$ cat src/rtl/ascon_aead_ctrl_pkg.sv
// Shared types and constants for the ASCON-AEAD128 encryptor control FSM.
package ascon_aead_ctrl_pkg;

  localparam int ROUNDS_A_DEFAULT = 12;
  localparam int ROUNDS_B_DEFAULT = 8;

  localparam logic [1:0] XOR_E_NONE     = 2'b00;
  localparam logic [1:0] XOR_E_KEY      = 2'b01;
  localparam logic [1:0] XOR_E_DSEP     = 2'b10;
  localparam logic [1:0] XOR_E_KEY_DSEP = 2'b11;

  typedef enum logic [2:0] {
    ST_IDLE,
    ST_INIT,
    ST_AD_WAIT,
    ST_AD_PERM,
    ST_PT_WAIT,
    ST_PT_PERM,
    ST_FINAL,
    ST_DONE
  } ctrl_state_t;

  // Reduced-round permutations run the tail of the 12-entry constant table.
  function automatic logic [3:0] round_index(input int rounds, input logic [3:0] count);
    return 4'(12 - rounds) + count;
  endfunction

endpackage

$ cat src/rtl/ascon_aead_ctrl_if.sv
// Host block stream: padded AD/PT blocks in, ciphertext blocks out.
interface ascon_aead_ctrl_if;
  logic [127:0] block_i;
  logic         block_valid_i;
  logic         block_last_i;
  logic         block_ready_o;
  logic [127:0] cipher_o;
  logic         cipher_valid_o;

  modport master (
    output block_i, block_valid_i, block_last_i,
    input  block_ready_o, cipher_o, cipher_valid_o
  );

  modport slave (
    input  block_i, block_valid_i, block_last_i,
    output block_ready_o, cipher_o, cipher_valid_o
  );
endinterface

$ cat src/rtl/ascon_aead_ctrl_round_counter.sv
// 4-bit round counter; terminal count selects between the p^a and p^b limits.
module ascon_aead_ctrl_round_counter #(
  parameter int LIMIT_A = 11,
  parameter int LIMIT_B = 7
) (
  input  logic       clock_i,
  input  logic       resetb_i,
  input  logic       clear,
  input  logic       enable,
  input  logic       sel_b,
  output logic [3:0] count,
  output logic       tc
);

  // NOTE: sequential state uses non-blocking assignments so every flop samples pre-edge values.
  always_ff @(posedge clock_i) begin
    if (!resetb_i || clear) begin
      count <= '0;
    end else if (enable && count != 4'(LIMIT_A)) begin
      count <= count + 4'd1;
    end
  end

  assign tc = (count == (sel_b ? 4'(LIMIT_B) : 4'(LIMIT_A)));

endmodule

$ cat src/rtl/ascon_aead_ctrl.sv
// ASCON-AEAD128 encryptor control FSM: sequences init, AD/PT absorption and finalization.
// Optional tag comparator is built when ASCON_TAG_CHECK_EN is defined.
module ascon_aead_ctrl
  import ascon_aead_ctrl_pkg::*;
#(
  parameter int ROUNDS_A = ROUNDS_A_DEFAULT,
  parameter int ROUNDS_B = ROUNDS_B_DEFAULT
) (
  input  logic                 clock_i,
  input  logic                 resetb_i,
  input  logic                 start_i,
  input  logic                 has_ad_i,
  ascon_aead_ctrl_if.slave     blk,
  input  logic [127:0]         state_rate_i,
  output logic                 init_o,
  output logic [3:0]           round_o,
  output logic                 enable_state_o,
  output logic                 enable_xor_b_o,
  output logic                 xor_b_final_o,
  output logic [127:0]         data_xor_b_o,
  output logic [1:0]           enable_xor_e_o,
  output logic                 tag_valid_o,
  output logic                 busy_o
`ifdef ASCON_TAG_CHECK_EN
  ,
  input  logic [127:0]         tag_ref_i,
  input  logic [127:0]         state_tag_i,
  output logic                 tag_ok_o
`endif
);

  ctrl_state_t state;
  logic        has_ad_q;
  logic        last_q;
  logic [3:0]  count;
  logic        tc;
  logic        xfer;
  logic        cnt_clear;
  logic        cnt_enable;
  logic        cnt_sel_b;

  assign xfer         = blk.block_valid_i && blk.block_ready_o;
  assign data_xor_b_o = blk.block_i;
  assign blk.cipher_o = blk.block_i ^ state_rate_i;

  ascon_aead_ctrl_round_counter #(
    .LIMIT_A (ROUNDS_A - 1),
    .LIMIT_B (ROUNDS_B - 1)
  ) u_round_counter (
    .clock_i  (clock_i),
    .resetb_i (resetb_i),
    .clear    (cnt_clear),
    .enable   (cnt_enable),
    .sel_b    (cnt_sel_b),
    .count    (count),
    .tc       (tc)
  );

  // NOTE: every always_comb output gets a default first so no path infers a latch.
  always_comb begin
    cnt_clear  = 1'b0;
    cnt_enable = 1'b0;
    cnt_sel_b  = 1'b0;
    case (state)
      ST_INIT, ST_FINAL: begin
        cnt_enable = 1'b1;
        cnt_clear  = tc;
      end
      ST_AD_PERM, ST_PT_PERM: begin
        cnt_sel_b  = 1'b1;
        cnt_enable = 1'b1;
        cnt_clear  = tc;
      end
      ST_AD_WAIT, ST_PT_WAIT: cnt_enable = xfer;
      default:                cnt_clear  = 1'b1;
    endcase
  end

  always_ff @(posedge clock_i) begin
    if (!resetb_i) begin
      state    <= ST_IDLE;
      has_ad_q <= 1'b0;
      last_q   <= 1'b0;
    end else begin
      case (state)
        ST_IDLE: if (start_i) begin
          state    <= ST_INIT;
          has_ad_q <= has_ad_i;
        end
        ST_INIT:    if (tc) state <= has_ad_q ? ST_AD_WAIT : ST_PT_WAIT;
        ST_AD_WAIT: if (xfer) begin
          state  <= ST_AD_PERM;
          last_q <= blk.block_last_i;
        end
        ST_PT_WAIT: if (xfer) begin
          state  <= blk.block_last_i ? ST_FINAL : ST_PT_PERM;
          last_q <= blk.block_last_i;
        end
        ST_AD_PERM: if (tc) state <= last_q ? ST_PT_WAIT : ST_AD_WAIT;
        ST_PT_PERM: if (tc) state <= ST_PT_WAIT;
        ST_FINAL:   if (tc) state <= ST_DONE;
        ST_DONE:    state <= ST_IDLE;
        default:    state <= ST_IDLE;
      endcase
    end
  end

  // Controls are forced low while reset is asserted, not only after the reset edge.
  always_comb begin
    init_o             = 1'b0;
    round_o            = '0;
    enable_state_o     = 1'b0;
    enable_xor_b_o     = 1'b0;
    xor_b_final_o      = 1'b0;
    enable_xor_e_o     = XOR_E_NONE;
    tag_valid_o        = 1'b0;
    busy_o             = 1'b0;
    blk.block_ready_o  = 1'b0;
    blk.cipher_valid_o = 1'b0;
    if (resetb_i) begin
      busy_o = (state != ST_IDLE);
      case (state)
        ST_INIT: begin
          enable_state_o = 1'b1;
          init_o         = (count == 4'd0);
          round_o        = round_index(ROUNDS_A, count);
          if (tc) enable_xor_e_o = has_ad_q ? XOR_E_KEY : XOR_E_KEY_DSEP;
        end
        ST_AD_WAIT, ST_PT_WAIT: begin
          blk.block_ready_o = 1'b1;
          round_o           = round_index(ROUNDS_B, count);
          if (blk.block_valid_i) begin
            enable_state_o = 1'b1;
            enable_xor_b_o = 1'b1;
            if (state == ST_PT_WAIT) begin
              blk.cipher_valid_o = 1'b1;
              // The last PT absorb doubles as round 0 of finalization.
              if (blk.block_last_i) begin
                xor_b_final_o = 1'b1;
                round_o       = round_index(ROUNDS_A, count);
              end
            end
          end
        end
        ST_AD_PERM: begin
          enable_state_o = 1'b1;
          round_o        = round_index(ROUNDS_B, count);
          if (tc && last_q) enable_xor_e_o = XOR_E_DSEP;
        end
        ST_PT_PERM: begin
          enable_state_o = 1'b1;
          round_o        = round_index(ROUNDS_B, count);
        end
        ST_FINAL: begin
          enable_state_o = 1'b1;
          round_o        = round_index(ROUNDS_A, count);
          if (tc) enable_xor_e_o = XOR_E_KEY;
        end
        ST_DONE: tag_valid_o = 1'b1;
        default: ;
      endcase
    end
  end

`ifdef ASCON_TAG_CHECK_EN
  always_ff @(posedge clock_i) begin
    if (!resetb_i) begin
      tag_ok_o <= 1'b0;
    end else if (state == ST_IDLE && start_i) begin
      tag_ok_o <= 1'b0;
    end else if (state == ST_DONE) begin
      tag_ok_o <= (state_tag_i == tag_ref_i);
    end
  end
`endif

endmodule

$ cat src/flat_wrapper.sv
// flat-port wrapper written by rule: the top's interface ports become plain ports
module ascon_aead_ctrl_flat import ascon_aead_ctrl_pkg::*;
#(
  parameter int ROUNDS_A = ROUNDS_A_DEFAULT,
  parameter int ROUNDS_B = ROUNDS_B_DEFAULT
)
  (clock_i, resetb_i, start_i, has_ad_i, state_rate_i, init_o, round_o, enable_state_o, enable_xor_b_o, xor_b_final_o, data_xor_b_o, enable_xor_e_o, tag_valid_o, busy_o, blk_block_i, blk_block_valid_i, blk_block_last_i, blk_block_ready_o, blk_cipher_o, blk_cipher_valid_o);
  ascon_aead_ctrl_if blk_i ();
  input  logic clock_i;
  input  logic resetb_i;
  input  logic start_i;
  input  logic has_ad_i;
  input  logic [127:0] state_rate_i;
  output logic init_o;
  output logic [3:0] round_o;
  output logic enable_state_o;
  output logic enable_xor_b_o;
  output logic xor_b_final_o;
  output logic [127:0] data_xor_b_o;
  output logic [1:0] enable_xor_e_o;
  output logic tag_valid_o;
  output logic busy_o;
  input wire logic [$bits(blk_i.block_i)-1:0] blk_block_i;
  input wire logic [$bits(blk_i.block_valid_i)-1:0] blk_block_valid_i;
  input wire logic [$bits(blk_i.block_last_i)-1:0] blk_block_last_i;
  output wire logic [$bits(blk_i.block_ready_o)-1:0] blk_block_ready_o;
  output wire logic [$bits(blk_i.cipher_o)-1:0] blk_cipher_o;
  output wire logic [$bits(blk_i.cipher_valid_o)-1:0] blk_cipher_valid_o;
  assign blk_i.block_i = blk_block_i;
  assign blk_i.block_valid_i = blk_block_valid_i;
  assign blk_i.block_last_i = blk_block_last_i;
  assign blk_block_ready_o = blk_i.block_ready_o;
  assign blk_cipher_o = blk_i.cipher_o;
  assign blk_cipher_valid_o = blk_i.cipher_valid_o;
  ascon_aead_ctrl #(.ROUNDS_A(ROUNDS_A), .ROUNDS_B(ROUNDS_B)) u_core (.clock_i(clock_i), .resetb_i(resetb_i), .start_i(start_i), .has_ad_i(has_ad_i), .blk(blk_i), .state_rate_i(state_rate_i), .init_o(init_o), .round_o(round_o), .enable_state_o(enable_state_o), .enable_xor_b_o(enable_xor_b_o), .xor_b_final_o(xor_b_final_o), .data_xor_b_o(data_xor_b_o), .enable_xor_e_o(enable_xor_e_o), .tag_valid_o(tag_valid_o), .busy_o(busy_o));
endmodule
$ cat config.mk
export PLATFORM = sky130hd
export DESIGN_NAME = ascon_aead_ctrl_flat
export DESIGN_NICKNAME = d
export VERILOG_FILES = /design/src/rtl/ascon_aead_ctrl_pkg.sv /design/src/rtl/ascon_aead_ctrl_if.sv /design/src/rtl/ascon_aead_ctrl_round_counter.sv /design/src/rtl/ascon_aead_ctrl.sv /design/src/flat_wrapper.sv
export SDC_FILE = /design/constraint.sdc
export NUM_CORES = 1
export LEC_CHECK = 0
export CAP_MARGIN = 40
export CORE_AREA = 2 2 206 208
export CTS_CLUSTER_SIZE = 25
export DETAILED_ROUTE_END_ITERATION = 10
export DIE_AREA = 0 0 208 210
export GPL_ROUTABILITY_DRIVEN = 0
export REMOVE_ABC_BUFFERS = 1
export SYNTH_ARGS = -nofsm -noshare
export SYNTH_HDL_FRONTEND = slang
export SYNTH_SLANG_ARGS = --single-unit
$ cat constraint.sdc
create_clock -name clock_i -period 1.5 [get_ports clock_i]
set_input_delay 0.15 -clock clock_i [delete_from_list [all_inputs] [get_ports clock_i]]
set_output_delay 0.15 -clock clock_i [all_outputs]
set_load 0.005 [all_outputs]
* After elaboration in Yosys (flattened, before gate mapping)
Index checks and enable logic that the tools add are counted.
** Storage, ports and cells
- Input port bits :: 262
- Bits in registers :: 9
- RAM bits :: 0
- Memory bits (read-only) :: 0
- Output and inout bits :: 270
- Memories :: 0
- Latch bits :: 0
** Operators by class
- $mul :: 0
- Muxes and demuxes :: 47
- Reduce and logical (&&, ||, !) cells :: 15
- Bitwise logic cells :: 1
- Eq/ne operators :: 16
- Magnitude comparators :: 0
- Shift operators :: 0
- Div/mod/pow operators :: 0
- $add $sub $neg :: 2
** Operators with widths (count)
- $xor 128x128->128 :: 1
- $mux 3 :: 9
- $pmux 3 s8 :: 1
- $mux 1 :: 22
- $mux 4 :: 5
- $eq 3x3->1 const B :: 4
- $ne 2x1->1 const B :: 6
- $pmux 4 s3 :: 1
- $mux 2 :: 5
- $reduce_and 7->1 :: 1
- $eq 3x2->1 const B :: 2
- $pmux 1 s2 :: 3
- $pmux 2 s3 :: 1
- $reduce_or 2->1 :: 3
- $add 3x4->4 const A :: 1
- $add 4x1->4 const B :: 1
- $eq 4x4->1 :: 1
- $logic_not 4->1 :: 1
- $ne 4x4->1 const B :: 1
- $reduce_and 2->1 :: 2
- $reduce_or 4->1 :: 1
- $eq 3x1->1 const B :: 1
- $logic_and 1x1->1 :: 3
- $logic_not 3->1 :: 1
- other kinds (4) :: 4

* Depth between registers and ports, before layout
Gate-level depths: netlist (run 1).
- Word-level depth :: 9
- Mapped depth :: 7
- Depth with buffers taken out :: 6

* Modules after synthesis
Synthesis (run 1) repeated with hierarchy kept, for this count alone.
** Second synthesis, totals
- Cell total of the unflattened synthesis :: 375
- Area total of the unflattened synthesis :: 2986.6 sq um
** By module, submodules not included
- ascon_aead_ctrl :: cells an instance 350, sequential area each 100.1 sq um, times used 1, area each 2778.9 sq um
- ascon_aead_ctrl_round_counter :: cells an instance 25, sequential area each 80.1 sq um, times used 1, area each 207.7 sq um

* Worst setup path after synthesis (run 1)
No wires, ideal clock.
- Kind :: flip-flop to flip-flop
- Start :: register u_core.u_round_counter.count[0]
- End :: register u_core.state[1]
- Stages on the path, launching flop included :: 6
- Data arrival time :: 1387 ps
- Buffers on the path :: 0
- Data required time :: 1378 ps
- Library setup time :: 122 ps
- Slack :: -9 ps
- Cell sequence :: dfxtp_1 > ha_1 > inv_1 > nor3_1 > a311oi_2 > o311a_1
** Between the ends
- Cells in the longest elaborated chain, start to end :: 3
- Elaborated cells between the ends (all ways) :: 6
- Classes of those cells :: 5 x eq/ne; 1 x reduce/logical
** Ends and longest elaborated chain
- from (decl) :: RTL line ascon_aead_ctrl_round_counter.sv:11 : output logic [3:0] count,
- from (signal assigned) :: RTL line ascon_aead_ctrl_round_counter.sv:20 : count <= count + 4'd1;
- $eq 4x4->1 (*) :: RTL line ascon_aead_ctrl_round_counter.sv:24 : assign tc = (count == (sel_b ? 4'(LIMIT_B) : 4'(LIMIT_A)));
- $ne 2x1->1 (no line)
- $reduce_and 7->1 (no line) (*)
- to (signal assigned) :: RTL line ascon_aead_ctrl.sv:90 : ST_INIT: if (tc) state <= has_ad_q ? ST_AD_WAIT : ST_PT_WAIT;
- to (signal assigned) :: RTL line ascon_aead_ctrl.sv:96 : state <= blk.block_last_i ? ST_FINAL : ST_PT_PERM;
- to (signal assigned) :: RTL line ascon_aead_ctrl.sv:99 : ST_AD_PERM: if (tc) state <= last_q ? ST_PT_WAIT : ST_AD_WAIT;
- to (decl) :: RTL line ascon_aead_ctrl.sv:32 : ctrl_state_t state;
Every way passes the cells marked *; elsewhere a longest branch is shown, timed or not.
A chain may end at the register's enable or synchronous reset.

* Final worst setup path (run 1)
- Start :: register u_core.state[2]
- End :: output enable_xor_e_o[1]
** Between the ends
- Cells in the longest elaborated chain, start to end :: 9
- Elaborated cells between the ends (all ways) :: 13
- Classes of those cells :: 5 x eq/ne; 6 x mux; 2 x reduce/logical
** Ends and longest elaborated chain
- $eq 3x3->1 or $eq 3x2->1 (tied branches) :: RTL line ascon_aead_ctrl.sv:64, ascon_aead_ctrl.sv:122
- $reduce_or 2->1 (no line)
- $mux 1 :: RTL line ascon_aead_ctrl.sv:64 : case (state)
- $mux 4 :: RTL line ascon_aead_ctrl_round_counter.sv:24
- $eq 4x4->1 :: RTL line ascon_aead_ctrl_round_counter.sv:24
- $logic_and 1x1->1 :: RTL line ascon_aead_ctrl.sv:148 : if (tc && last_q) enable_xor_e_o = XOR_E_DSEP;
- $mux 2 :: RTL line ascon_aead_ctrl.sv:148
- $pmux 2 s3 (*) :: RTL line ascon_aead_ctrl.sv:122 : case (state)
- $mux 2 (*) :: RTL line ascon_aead_ctrl.sv:120 : if (resetb_i) begin
- to (decl) :: RTL line flat_wrapper.sv:20 : output logic [1:0] enable_xor_e_o;
Marked as above.

==> results of run 1 <==
## state kept, by name, indices dropped and copies added (netlist names)
signal	cells
u_core.u_round_counter.count	4
u_core.state	3
u_core.has_ad_q	1
u_core.last_q	1
## per-stage QoR
| stage | cell area, µm² | cells |
|---|---|---|
| after floorplan | 2010 | 240 |
| after global placement | 8440 | 1370 |
| after detailed placement | 8440 | 1370 |
| after CTS | 8650 | 1376 |
| after global routing | 8950 | 1379 |
| final | 8950 | 1379 |
## synth_stat cells, drive strengths merged (2+ instances only)
cell	number	area share, %
a21oi	7	1.3
a311oi	2	0.78
a31oi	2	0.41
and2	2	0.41
and3	2	0.41
buf	135	34
dfxtp	9	5.9
ha	4	1.7
inv	7	0.95
mux2i	5	1.7
nand2	13	1.6
nand2b	4	1.1
nand3	3	0.50
nand3b	2	0.50
nor2	14	1.8
nor2b	5	1.0
nor3	3	0.66
nor3b	2	0.50
o21ai	4	0.66
o22ai	2	0.41
xnor2	4	1.2
xor2	130	38
## final cells by class
class | count | area (µm²) | area share, %
timing repair buffer | 595 | 5910 | 66.1
multi-input combinational | 224 | 2060 | 23.0
tap | 539 | 674 | 7.53
sequential | 9 | 194 | 2.17
clock buffer | 4 | 78.8 | 0.880
inverter | 7 | 28.8 | 0.321
antenna | 1 | 2.50 | 0.0279
## kinds of logic (layout without fill, tap and decap cells)
| family | count (synthesis) | count (layout) | synth area share (%) |
|---|---|---|---|
| adder cells (fa/ha/maj) | 5 | 5 | 1.98 |
| other | 0 | 1 | 0 |
| multiplexers | 5 | 5 | 1.65 |
| AND/OR/NAND/NOR | 53 | 53 | 9.49 |
| flip-flops | 9 | 9 | 5.94 |
| XOR/XNOR | 134 | 134 | 39.0 |
| AO/OA/AOI/OAI | 27 | 27 | 7.18 |
| buffers and inverters | 143 | 606 | 34.8 |
## worst register-to-register path, delay by kind of cell (launching register included)
| kind | cells | cell delay, ns |
|---|---|---|
| DFF | 1 | 0.36 |
| and+or+nand+nor | 3 | 0.20 |
| AOI/OAI and AO/OA | 1 | 0.37 |
| buffers and inverters | 3 | 0.41 |
| xor gates and xnor gates | 1 | 0.19 |
## per-layer routing
layer	wire length, µm	GRT usage, %
met5	13	0
met4	596	2.20
met3	1400	1.65
met2	11100	16.3
met1	6930	8.46
## timing repair
action	4_1_cts	5_1_grt
gates cloned	1	0
resized for setup	125	102
setup buffers	1	2
hold buffers	0	0
endpoints found under the setup margin	62	90
pin swaps	19	11
## report_power, final
part,total (mW),internal [mW],switching (mW)
clock network,0.494,0.357,0.137
registers,0.406,0.313,0.0931
logic,4.25,2.56,1.69
total,5.15,3.23,1.92
## worst max path at each step
| stage | from | to | cells after the start |
|---|---|---|---|
| 6_report | u_core.state[2]$_SDFFE_PN0P_ | enable_xor_e_o[1] | 5 |
| 5_1_grt | u_core.state[2]$_SDFFE_PN0P_ | enable_xor_e_o[1] | 5 |
| 4_1_cts | u_core.state[2]$_SDFFE_PN0P_ | enable_xor_e_o[1] | 5 |
| 3_5_place_dp | resetb_i | blk_cipher_valid_o | 5 |
| 3_3_place_gp | resetb_i | blk_cipher_valid_o | 5 |
| 2_1_floorplan | u_core.state[1]$_SDFFE_PN0P_ | u_core.state[0]$_SDFFE_PN0P_ | 5 |
==> metrics.md, run 1 <==
| Metric | Value |
|---|---|
| Setup TNS | -1.75 ns |
| Most common cell after layout, fill and taps aside | clkdlybuf4s50_1 |
| Slew Limit Fails | 0 |
| Worst hold start | blk_block_last_i |
| Layout net count | 1106 |
| Arrival time at the worst endpoint | 1.62 ns |
| Crit-path cells | xor2_4 -> and3_4 -> o21ai_4 -> nor4b_4 -> buf_2 |
| Synth Flop Type | dfxtp_1 |
| Relative slew slack | between 70% and 80% |
| Pwr dens | between 500 and 600 nW/µm² |
| Final min period | between 1.5 and 2 ns |
| Root Driver | clkbuf_16 |
| Worst EP required | ~1.4 ns |
| Post-synthesis async set-or-reset flop share | 0% |
| Crit Path Class | flip-flop to output pin |
| Final Hold Fails | 0 |
| EDFF count, synth | 0 |
| Most frequent cells in the layout | 402 x clkdlybuf4s50_1, 121 x xor2_1, 71 x dlymetal6s2s_1, 55 x buf_4, 44 x dlygate4sd2_1 |
| Clock skew | around 0.0019 ns |
| Slowest stage cell, crit path | dfxtp_4 |
| Flop2flop setup slack | -0.14 ns |
| Slew @ Worst Pin | between 0.3 and 0.4 ns |
| MaxCap Viol Count | 0 |
| Final setup violation count | 17 |
| Worst hold slack | 0.500 ns |
| Die height | between 200 and 250 µm |
| Status | finished with violations |
| Count of state elements after synthesis | 9 |
| Mapped cell area | 3030 µm² |
| R2r endpoint | u_core.u_round_counter.count[3]$_SDFFE_PP0P_ |
| CTS Buf Count | 3 |
| Core ar. | roughly 41000 µm² |
| RSZ-0062 raised after global routing | true |
| Site row count | 75 |
| Critical path endpoint category | output pin |
| Sink Count | 9 |
| Clk_lat worst skew | 0.24 ns |
| Remaining DRCs | 0 |
| IO buf count | about 530 |
| Largest net degree at the start of global routing | 12 |
| I/O pins | 532 |
| Full die area | about 44000 µm² |
| Share of cells above drive strength 1 | ~16% |
| Buf/Inv on CP | 1 |
| Post-route setup slack | -0.269 ns |
| Crit start category | flip-flop |
| Yosys synthesis warning count | 0 |
| Layout fillers | roughly 4600 |
| Leakage | between 4 and 5 nW |
| Initial DRC count | between 80 and 90 |
| GRT Residual Overflow | 0 |
| Mapped Cells | about 380 |
| CTS tree | built |
| DR WL/cell | roughly 15 µm |
| Via density | 3.01 |
| Crit path max-delay family | simple AND/OR/NAND/NOR gates |
| Hold depth | 5 |
| Clock slew at reported path FFs | approximately 0.040 ns |
| Tot Pwr | between 5 and 6 mW |
| First-pass GRT wire length | around 27000 µm |
| Dpl ws | -0.471 ns |
| Avg Cell Area, Syn | just over 8 µm² |
| Post-Route WL | 20000 µm |
| Final core occ | a little over a fifth |
| Initial antenna violation count | 3 |
| Register area share after synthesis | 5.94% |
| Min-delay worst type | input pin to flip-flop |
| Total track usage | just over 8% |
| Critical Path Max Stage Delay | 0.39 ns |
| Total number of vias | around 4200 |
| Hold Path Sink | u_core.last_q$_SDFFE_PN0N_ |
| DP HPWL | between 15000 and 20000 µm |
| CP max FO | 4 |
| Synthesis-to-layout area growth | 195% |
| Failing checks | negative setup slack |
| Drt pass-1 iters | 4 |
| Worst vdd ir | just under 0.6 mV |
| Vias in the first global route | between 4000 and 5000 |
| Max frequency | between 500 and 600 MHz |
| CTS max path bufs | 2 |
| Tcrit/Tclk final | 118% |
| R2R depth | 8 |
| Post-synthesis cell type count | 47 |
| R2R Path Start | u_core.state[1]$_SDFFE_PN0P_ |
| Die width | approximately 210 µm |
| Antenna Violating Nets Remaining | 0 |
| # H-tree levels | 1 |
| Initial Utilization | under 10% |
Note: power is estimated with default switching activity, not from simulation.
==> inputs of run 2 (changes only) <==
CAP_MARGIN = 20   (was 40)
==> results of run 2 <==
Final layout, timing and power as in run 1 (identical DEF).
